===== src/rtl/sym_seq_gen.sv =====
// rtl/sym_seq_gen.sv - programmable (symbol, hold) table player feeding the 2-bit detector x input
// Optional looping playback is compiled in with `define SYMGEN_LOOP_EN.
module sym_seq_gen #(
    parameter int DEPTH  = 8,
    parameter int HOLD_W = 4
) (
    input  logic                     clk,
    input  logic                     reset,
    input  logic                     load,
    input  logic [$clog2(DEPTH)-1:0] load_addr,
    input  logic [1:0]               load_sym,
    input  logic [HOLD_W-1:0]        load_hold,
    input  logic [$clog2(DEPTH)-1:0] last,
    input  logic                     start,
    input  logic                     abort,
    input  logic                     loop,
    output logic [1:0]               x,
    output logic                     busy,
    output logic                     done,
    output logic [$clog2(DEPTH)-1:0] idx
);

    localparam int AW = $clog2(DEPTH);

    typedef enum logic [1:0] {
        ST_IDLE = 2'd0,
        ST_EMIT = 2'd1,
        ST_DONE = 2'd2
    } state_t;

    state_t              state_q, state_d;
    logic [1:0]          sym_q  [DEPTH];
    logic [HOLD_W-1:0]   hold_q [DEPTH];
    logic [HOLD_W-1:0]   cnt_q, cnt_d;
    logic [AW-1:0]       idx_q, idx_d;
    logic [AW-1:0]       last_q, last_d;
    logic [AW-1:0]       idx_inc;
    logic [1:0]          x_q, x_d;
    logic                busy_q, busy_d;
    logic                done_q, done_d;
    logic                wrap;

`ifdef SYMGEN_LOOP_EN
    assign wrap = loop;
`else
    logic unused_loop;
    assign unused_loop = loop;
    assign wrap        = 1'b0;
`endif

    assign idx_inc = idx_q + AW'(1);

    always_ff @(posedge clk) begin
        if (reset) begin
            state_q <= ST_IDLE;
            cnt_q   <= '0;
            idx_q   <= '0;
            last_q  <= '0;
            x_q     <= 2'b00;
            busy_q  <= 1'b0;
            done_q  <= 1'b0;
            for (int i = 0; i < DEPTH; i++) begin
                sym_q[i]  <= 2'b00;
                hold_q[i] <= '0;
            end
        end else begin
            state_q <= state_d;
            cnt_q   <= cnt_d;
            idx_q   <= idx_d;
            last_q  <= last_d;
            x_q     <= x_d;
            busy_q  <= busy_d;
            done_q  <= done_d;
            // The table is only writable while idle and not being started.
            if (load && state_q == ST_IDLE && !start) begin
                sym_q[load_addr]  <= load_sym;
                hold_q[load_addr] <= load_hold;
            end
        end
    end

    always_comb begin
        state_d = state_q;
        case (state_q)
            ST_IDLE: if (start) state_d = ST_EMIT;
            ST_EMIT: begin
                if (abort)
                    state_d = ST_IDLE;
                else if (cnt_q == '0 && idx_q == last_q && !wrap)
                    state_d = ST_DONE;
            end
            ST_DONE: state_d = ST_IDLE;
            default: state_d = ST_IDLE;
        endcase
    end

    always_comb begin
        idx_d  = idx_q;
        cnt_d  = cnt_q;
        last_d = last_q;
        case (state_q)
            ST_IDLE: begin
                if (start) begin
                    idx_d  = '0;
                    last_d = last;
                    cnt_d  = hold_q[0];
                end
            end
            ST_EMIT: begin
                if (abort) begin
                    idx_d = '0;
                    cnt_d = '0;
                end else if (cnt_q == '0) begin
                    if (idx_q < last_q) begin
                        idx_d = idx_inc;
                        cnt_d = hold_q[idx_inc];
                    end else if (wrap) begin
                        idx_d = '0;
                        cnt_d = hold_q[0];
                    end
                end else begin
                    cnt_d = cnt_q - HOLD_W'(1);
                end
            end
            default: ;
        endcase
        // Outputs are registered from the upcoming state so x lines up with idx.
        x_d    = (state_d == ST_EMIT) ? sym_q[idx_d] : 2'b00;
        busy_d = (state_d == ST_EMIT);
        done_d = (state_d == ST_DONE);
    end

    assign x    = x_q;
    assign busy = busy_q;
    assign done = done_q;
    assign idx  = idx_q;

endmodule


===== config.mk =====
export PLATFORM = sky130hd
export DESIGN_NAME = sym_seq_gen
export DESIGN_NICKNAME = d
export VERILOG_FILES = /design/src/rtl/sym_seq_gen.sv
export SDC_FILE = /design/constraint.sdc
export NUM_CORES = 1
export LEC_CHECK = 0
export CAP_MARGIN = 20
export CORE_MARGIN = 4
export CORE_UTILIZATION = 25
export CTS_CLUSTER_DIAMETER = 150
export CTS_CLUSTER_SIZE = 28
export DETAILED_ROUTE_END_ITERATION = 16
export GPL_TIMING_DRIVEN = 0
export PLACE_DENSITY = 0.38
export SYNTH_ARGS = -nofsm -noshare
export SYNTH_HDL_FRONTEND = slang
export SYNTH_SLANG_ARGS = --single-unit

===== constraint.sdc =====
create_clock -name clk -period 3.2 [get_ports clk]
set_input_delay 0.48 -clock clk [delete_from_list [all_inputs] [get_ports clk]]
set_output_delay 0.48 -clock clk [all_outputs]
set_load 0.01 [all_outputs]

==> results of run 1 <==
## metal layers
layer	vias up	track usage, %	share of wire (%)
met5	-	0	0
met4	0	4.996	2.2
met1	917	15.67	50
li1	989	-	-
met3	10	2.612	2.6
met2	35	16.55	45
## cell type report
cell class / count / area share (%)
Buffer: 6 / 0.6629
Multi-Input combinational cell: 179 / 33.78
Sequential cell: 64 / 46.67
Inverter: 5 / 0.4972
Timing Repair Buffer: 23 / 6.099
Clock buffer: 11 / 6.165
Tap cell: 147 / 4.872
Clock inverter: 5 / 1.260
## sequential cells by signal, indices dropped and copies added, names as in the netlist
register and count:
last_q 3, busy 1, cnt_q 4, sym_q 16, x 2, state_q 2, done 1, hold_q 32
idx 3
## worst max-delay path: stages
cell and delay (ps):
clkdlybuf4s50_1 500, nor4bb_1 830, nand2b_1 230, nor3_1 630
or2_2 320
## power by group through the flow
stage | clock network [mW] | registers, mW | logic (mW)
2_1_floorplan | 0 | 0.956 | 0.111
4_1_cts | 0.956 | 0.945 | 0.185
6_report | 0.931 | 0.945 | 0.181
5_1_grt | 0.993 | 0.948 | 0.202
3_5_place_dp | 0 | 0.962 | 0.184
3_3_place_gp | 0 | 0.962 | 0.186
## stage by stage
stage	setup TNS (ps)	instances	worst slack [ps]
floorplan	0	254	653.5
global placement	-1124	424	-111.5
detailed placement	-554.4	424	-55.76
CTS	0	440	130.2
global route	0	440	13.94
finish	0	440	220.5
## cell usage after synthesis, types with 2 or more instances
cell type / number
nand3_1: 6
and3_1: 2
nand2b_1: 4
or2_2: 10
mux2i_1: 11
and2_1: 48
xnor2_1: 2
nor2b_1: 3
a211oi_1: 4
nor3_1: 4
ha_1: 5
edfxtp_1: 48
a21oi_1: 7
inv_1: 5
nor2_1: 22
o21ai_0: 2
and4_1: 2
mux4_2: 8
nand4_1: 2
a32oi_1: 3
nand2_1: 18
clkbuf_1: 5
a22oi_1: 2
dfxtp_1: 16
## kinds of logic (layout without fill, tap and decap cells)
kind of cell	count (synthesis)	in the layout
XOR/XNOR	3	3
AO/OA/AOI/OAI	25	25
multiplexers	19	19
AND/OR/NAND/NOR	127	127
flip-flops	64	64
adder cells (fa/ha/maj)	5	5
buffers and inverters	11	50
## final timing paths
check,startpoint,slack [ps],endpoint
setup / recovery,start,220,sym_q[0][1]
setup reg to reg,idx[0],230,x[0]
hold / removal,last_q[2],460,last_q[2]
hold reg to reg,last_q[2],460,last_q[2]
## what timing repair did
item	4_1_cts	5_1_grt
endpoints found under the hold margin	0	0
buffers inserted	0	0
pin swaps	0	0
setup endpoints to repair	2	2
resized for setup	1	1
==> flow_summary.ini, run 1 <==
[finish]
area_delta_synth_final_pct = 22.84
fin_nets = 311
fin_util_pct = 31.43
multi_input_area_sq_um = 1275
fillCellCount = 1230
ff_latch_area_sq_um = 1762
layout-drive-gt1-share_pct = 12.29
final_cell_area_sq_um = 3775
antenna_cells = 0
final_cell_mix = and2_1, edfxtp_1, clkdlybuf4s50_1

[logic_synthesis]
synth-edff-count = 48
ys_seq_area_share_pct = 57.33
synth.distinct_cells = 39
synth_area_leaders = edfxtp_1, dfxtp_1, and2_1, mux4_2, mux2i_1
synth_adder_area_share_pct = 2.036
ys_seq_elements = 64
synth_top_family_by_area = simple AND/OR/NAND/NOR gates
syn-cell-area_sq_um = 3073
yosys.area.top_type_share_pct = 46.91
yosys_warnings = 0
post_synth.cell_area_avg_sq_um = 12.10
synth_compound_area_share_pct = 5.822
synth_xor_area_share_pct = 0.8550
synth_mux_area_share_pct = 9.446
syn_inst = 254
synthArstFlopShare_pct = 0
synthSimpleGateAreaFrac_pct = 23.13
yosysTopAreaCell = edfxtp_1
syn_nets = 277
synth_ff_type = edfxtp_1

[route]
num_vias = 1951
wire_per_inst_um = 17.26
drcViolationCount = 0
first_pass_iters = 4
drt_iter0_markers = 91
routed_wl_um = 7596
antenna_left = 0
via_per_inst = 4.434

[pwr]
combPwrFrac_pct = 8.8
p_per_area_nw_per_um2 = 544.8
irDropWorstVdd_mv = 0.2996
switching_power_mw = 0.4572
total_power_mw = 2.057
power_frac_clock_pct = 45.3
switching_share_pct = 22.23
seqPwrFrac_pct = 45.9
p_int_mw = 1.599
p_leak_nw = 1.338

[global_routing]
track_usage_pct = 11.22
antenna_found_initial = 0
grt_pass1_wl_um = 11790
overflow = 0
grt_max_degree = 11
grt_pass1_vias = 2034

[floorplanning]
die_x_um = 118.9
io_pins = 25
num_rows = 40
core_area_sq_um = 12010
fp.dieH_um = 118.9
initial_utilization_pct = 25.58
dieArea_sq_um = 14130

[sta]
hold_viol = 0
maxSlewHeadroom_pct = 38.08
grt_setup_unrepaired = no
hold_slack_ps = 460.9
finalCritPeriodShare_pct = 93.11
worst_slew_pin_slew_ps = 916.3
period_minus_slack_ps = 2979
drv_slew = 0
fin_skew_ps = 7.334
final-setup-viol-count = 0
max_freq_mhz = 335.6

[worst_hold_path]
min_path_cells = 2
min_path_type = reg -> reg

[worst_setup_path]
cp_data_required_time_ps = 3220
crit_path_end_kind = flip-flop
critPathKind = in -> reg
r2r_cells = 11
arrival_ps = 3000
start_kind = input port
cp_max_fo = 7

[place]
place_hpwl_um = 5566
portBuffers = 23
routabilityCongestion = 0.6891
dpl_cell_area_sq_um = 3487

[clock_network]
clock-sinks = 64
clkLatencyLatePin_ps = 320
cts_max_level = 3
cts_made_buffers = 9
cts_buffer_depth = 2
cts_tree = yes
path_clk_slew_ps = 60
ctsHoldBuffers = 0
cts_root_buf = clkbuf_16

[job]
maxCapViolCount = 0

[status]
status = finished, final reports clean
No activity file was read; power rests on OpenSTA's default activity.
==> run 2: changes to the inputs <==
==> constraint.sdc (replaced) <==
create_clock -name clk -period 3.8 [get_ports clk]
set_input_delay 0.57 -clock clk [delete_from_list [all_inputs] [get_ports clk]]
set_output_delay 0.57 -clock clk [all_outputs]
set_load 0.01 [all_outputs]
==> flow_summary.ini, run 2 (same netlist as run 1, synthesis figures left out) <==
[sta]
hold_viol = 0
grt_setup_unrepaired = no
maxSlewHeadroom_pct = 38.08
fin_skew_ps = 7.334
drv_slew = 0
finalCritPeriodShare_pct = 83.70
finalSetupTns_ps = 0
period_minus_slack_ps = 3181
worst_slew_pin_slew_ps = 916.3
max_freq_mhz = 314.4
final-setup-viol-count = 0

[route]
wire_per_inst_um = 17.23
num_vias = 1953
drcViolationCount = 0
via_per_inst = 4.439
antenna_left = 0
drt_iter0_markers = 95
first_pass_iters = 4
routed_wl_um = 7581

[clock_network]
cts_tree = yes
clock-sinks = 64
cts_max_level = 3
ctsHoldBuffers = 0
cts_made_buffers = 9
path_clk_slew_ps = 60
cts_buffer_depth = 2
ctsResizeCount = 0
post_cts.repair.setup_buffers = 0
clkLatencyLatePin_ps = 320
cts_root_buf = clkbuf_16

[floorplanning]
fp.dieH_um = 118.9
io_pins = 25
initial_utilization_pct = 25.58
die_x_um = 118.9
dieArea_sq_um = 14130
num_rows = 40
core_area_sq_um = 12010

[finish]
area_delta_synth_final_pct = 22.60
fin_nets = 311
final_cell_area_sq_um = 3767
largest_register = hold_q
final_cell_mix = and2_1, edfxtp_1, clkdlybuf4s50_1
layout-drive-gt1-share_pct = 11.60
largest_reg_flops = 32
largestRegisters = hold_q: 32 flops, sym_q: 16 flops, cnt_q: 4 flops
antenna_cells = 0
fillCellCount = 1230

[worst_setup_path]
arrival_ps = 3390
crit_path_start = idx[0]
start_kind = flip-flop
crit_path_end_kind = flip-flop
cp_max_fo = 10
critPathKind = reg -> reg
cp_data_required_time_ps = 4010
r2r_start = idx[0]

[global_routing]
grt_pass1_vias = 2034
antenna_found_initial = 0
grt_pass1_wl_um = 11790
track_usage_pct = 11.22
overflow = 0
grt_max_degree = 11

[pwr]
p_leak_nw = 1.333
irDropWorstVdd_mv = 0.2526
p_per_area_nw_per_um2 = 459.9

[job]
maxCapViolCount = 0

[status]
status = finished, final reports clean

[worst_hold_path]
min_path_type = reg -> reg
hp-start = last_q[2]

[place]
portBuffers = 23
place_hpwl_um = 5566
dpl_cell_area_sq_um = 3487
routabilityCongestion = 0.6891
[run 2: changes by cell type in the layout (fill, tap and decap cells not counted)]
cell and change:
clkbuf_2 -1, o22ai_2 -1, clkbuf_1 +1, o22ai_1 +1
[run 2: path summary, 6_finish.rpt]
path / endpoint / slack [ps] / depth (start not counted)
setup / recovery: x[0] / 620 / 11
hold / removal: last_q[2] / 460 / 2
setup reg to reg: x[0] / 620 / 11
hold reg to reg: last_q[2] / 460 / 2
[run 2: layout make-up]
class | instances | area, sq um | share of cell area (%)
multi-input cells | 179 | 1269 | 33.68
clock buffers | 11 | 232.7 | 6.177
inverters | 5 | 18.77 | 0.4982
clock inverters | 5 | 47.55 | 1.262
flip-flops and latches | 64 | 1762 | 46.76
plain buffers | 6 | 23.77 | 0.6310
repair buffers | 23 | 230.2 | 6.111
well taps | 147 | 183.9 | 4.882
[run 2: per-stage QoR]
stage / worst slack, ps / util (%) / hold slack (ps) / power (mW) / instances
floorplan: 1253 / - / 436.3 / 0.8993 / 254
global placement: 398.5 / 29.03 / 448.1 / 0.9669 / 424
detailed placement: 454.2 / 29.03 / 454.1 / 0.9650 / 424
CTS: 550.8 / 31.36 / 466.2 / 1.756 / 440
global route: 361.4 / 31.36 / 479.1 / 1.804 / 440
finish: 619.5 / 31.36 / 460.9 / 1.733 / 440
[run 2: routing by layer]
metal	up-vias	share of wire, %	GRT usage (%)
li1	989	-	-
met1	915	50	15.67
met2	39	45	16.55
met3	10	2.7	2.612
met4	0	2.2	4.996
met5	-	0	0
[run 2: report_power, final]
group          internal, mW  switching (mW)
clock network         0.501           0.284
logic                0.0648          0.0872
registers             0.781          0.0146
[run 2: worst max-delay path, cell delays in order (launching register included)]
cell      delay (ps)
dfxtp_1          380
clkbuf_1         360
buf_2            390
inv_1             80
ha_1             200
and3b_1          270
nor3_4            90
and3_1           180
o22ai_1          400
nor2b_1          300
a22oi_1          170
and4_1           240
==> run 3: changes to the inputs <==
==> constraint.sdc (replaced) <==
create_clock -name clk -period 3.2 [get_ports clk]
set_input_delay 0.48 -clock clk [delete_from_list [all_inputs] [get_ports clk]]
set_output_delay 0.48 -clock clk [all_outputs]
set_load 0.01 [all_outputs]
==> results of run 3 <==
No change in the layout: final DEF, timing and power equal those of run 1.
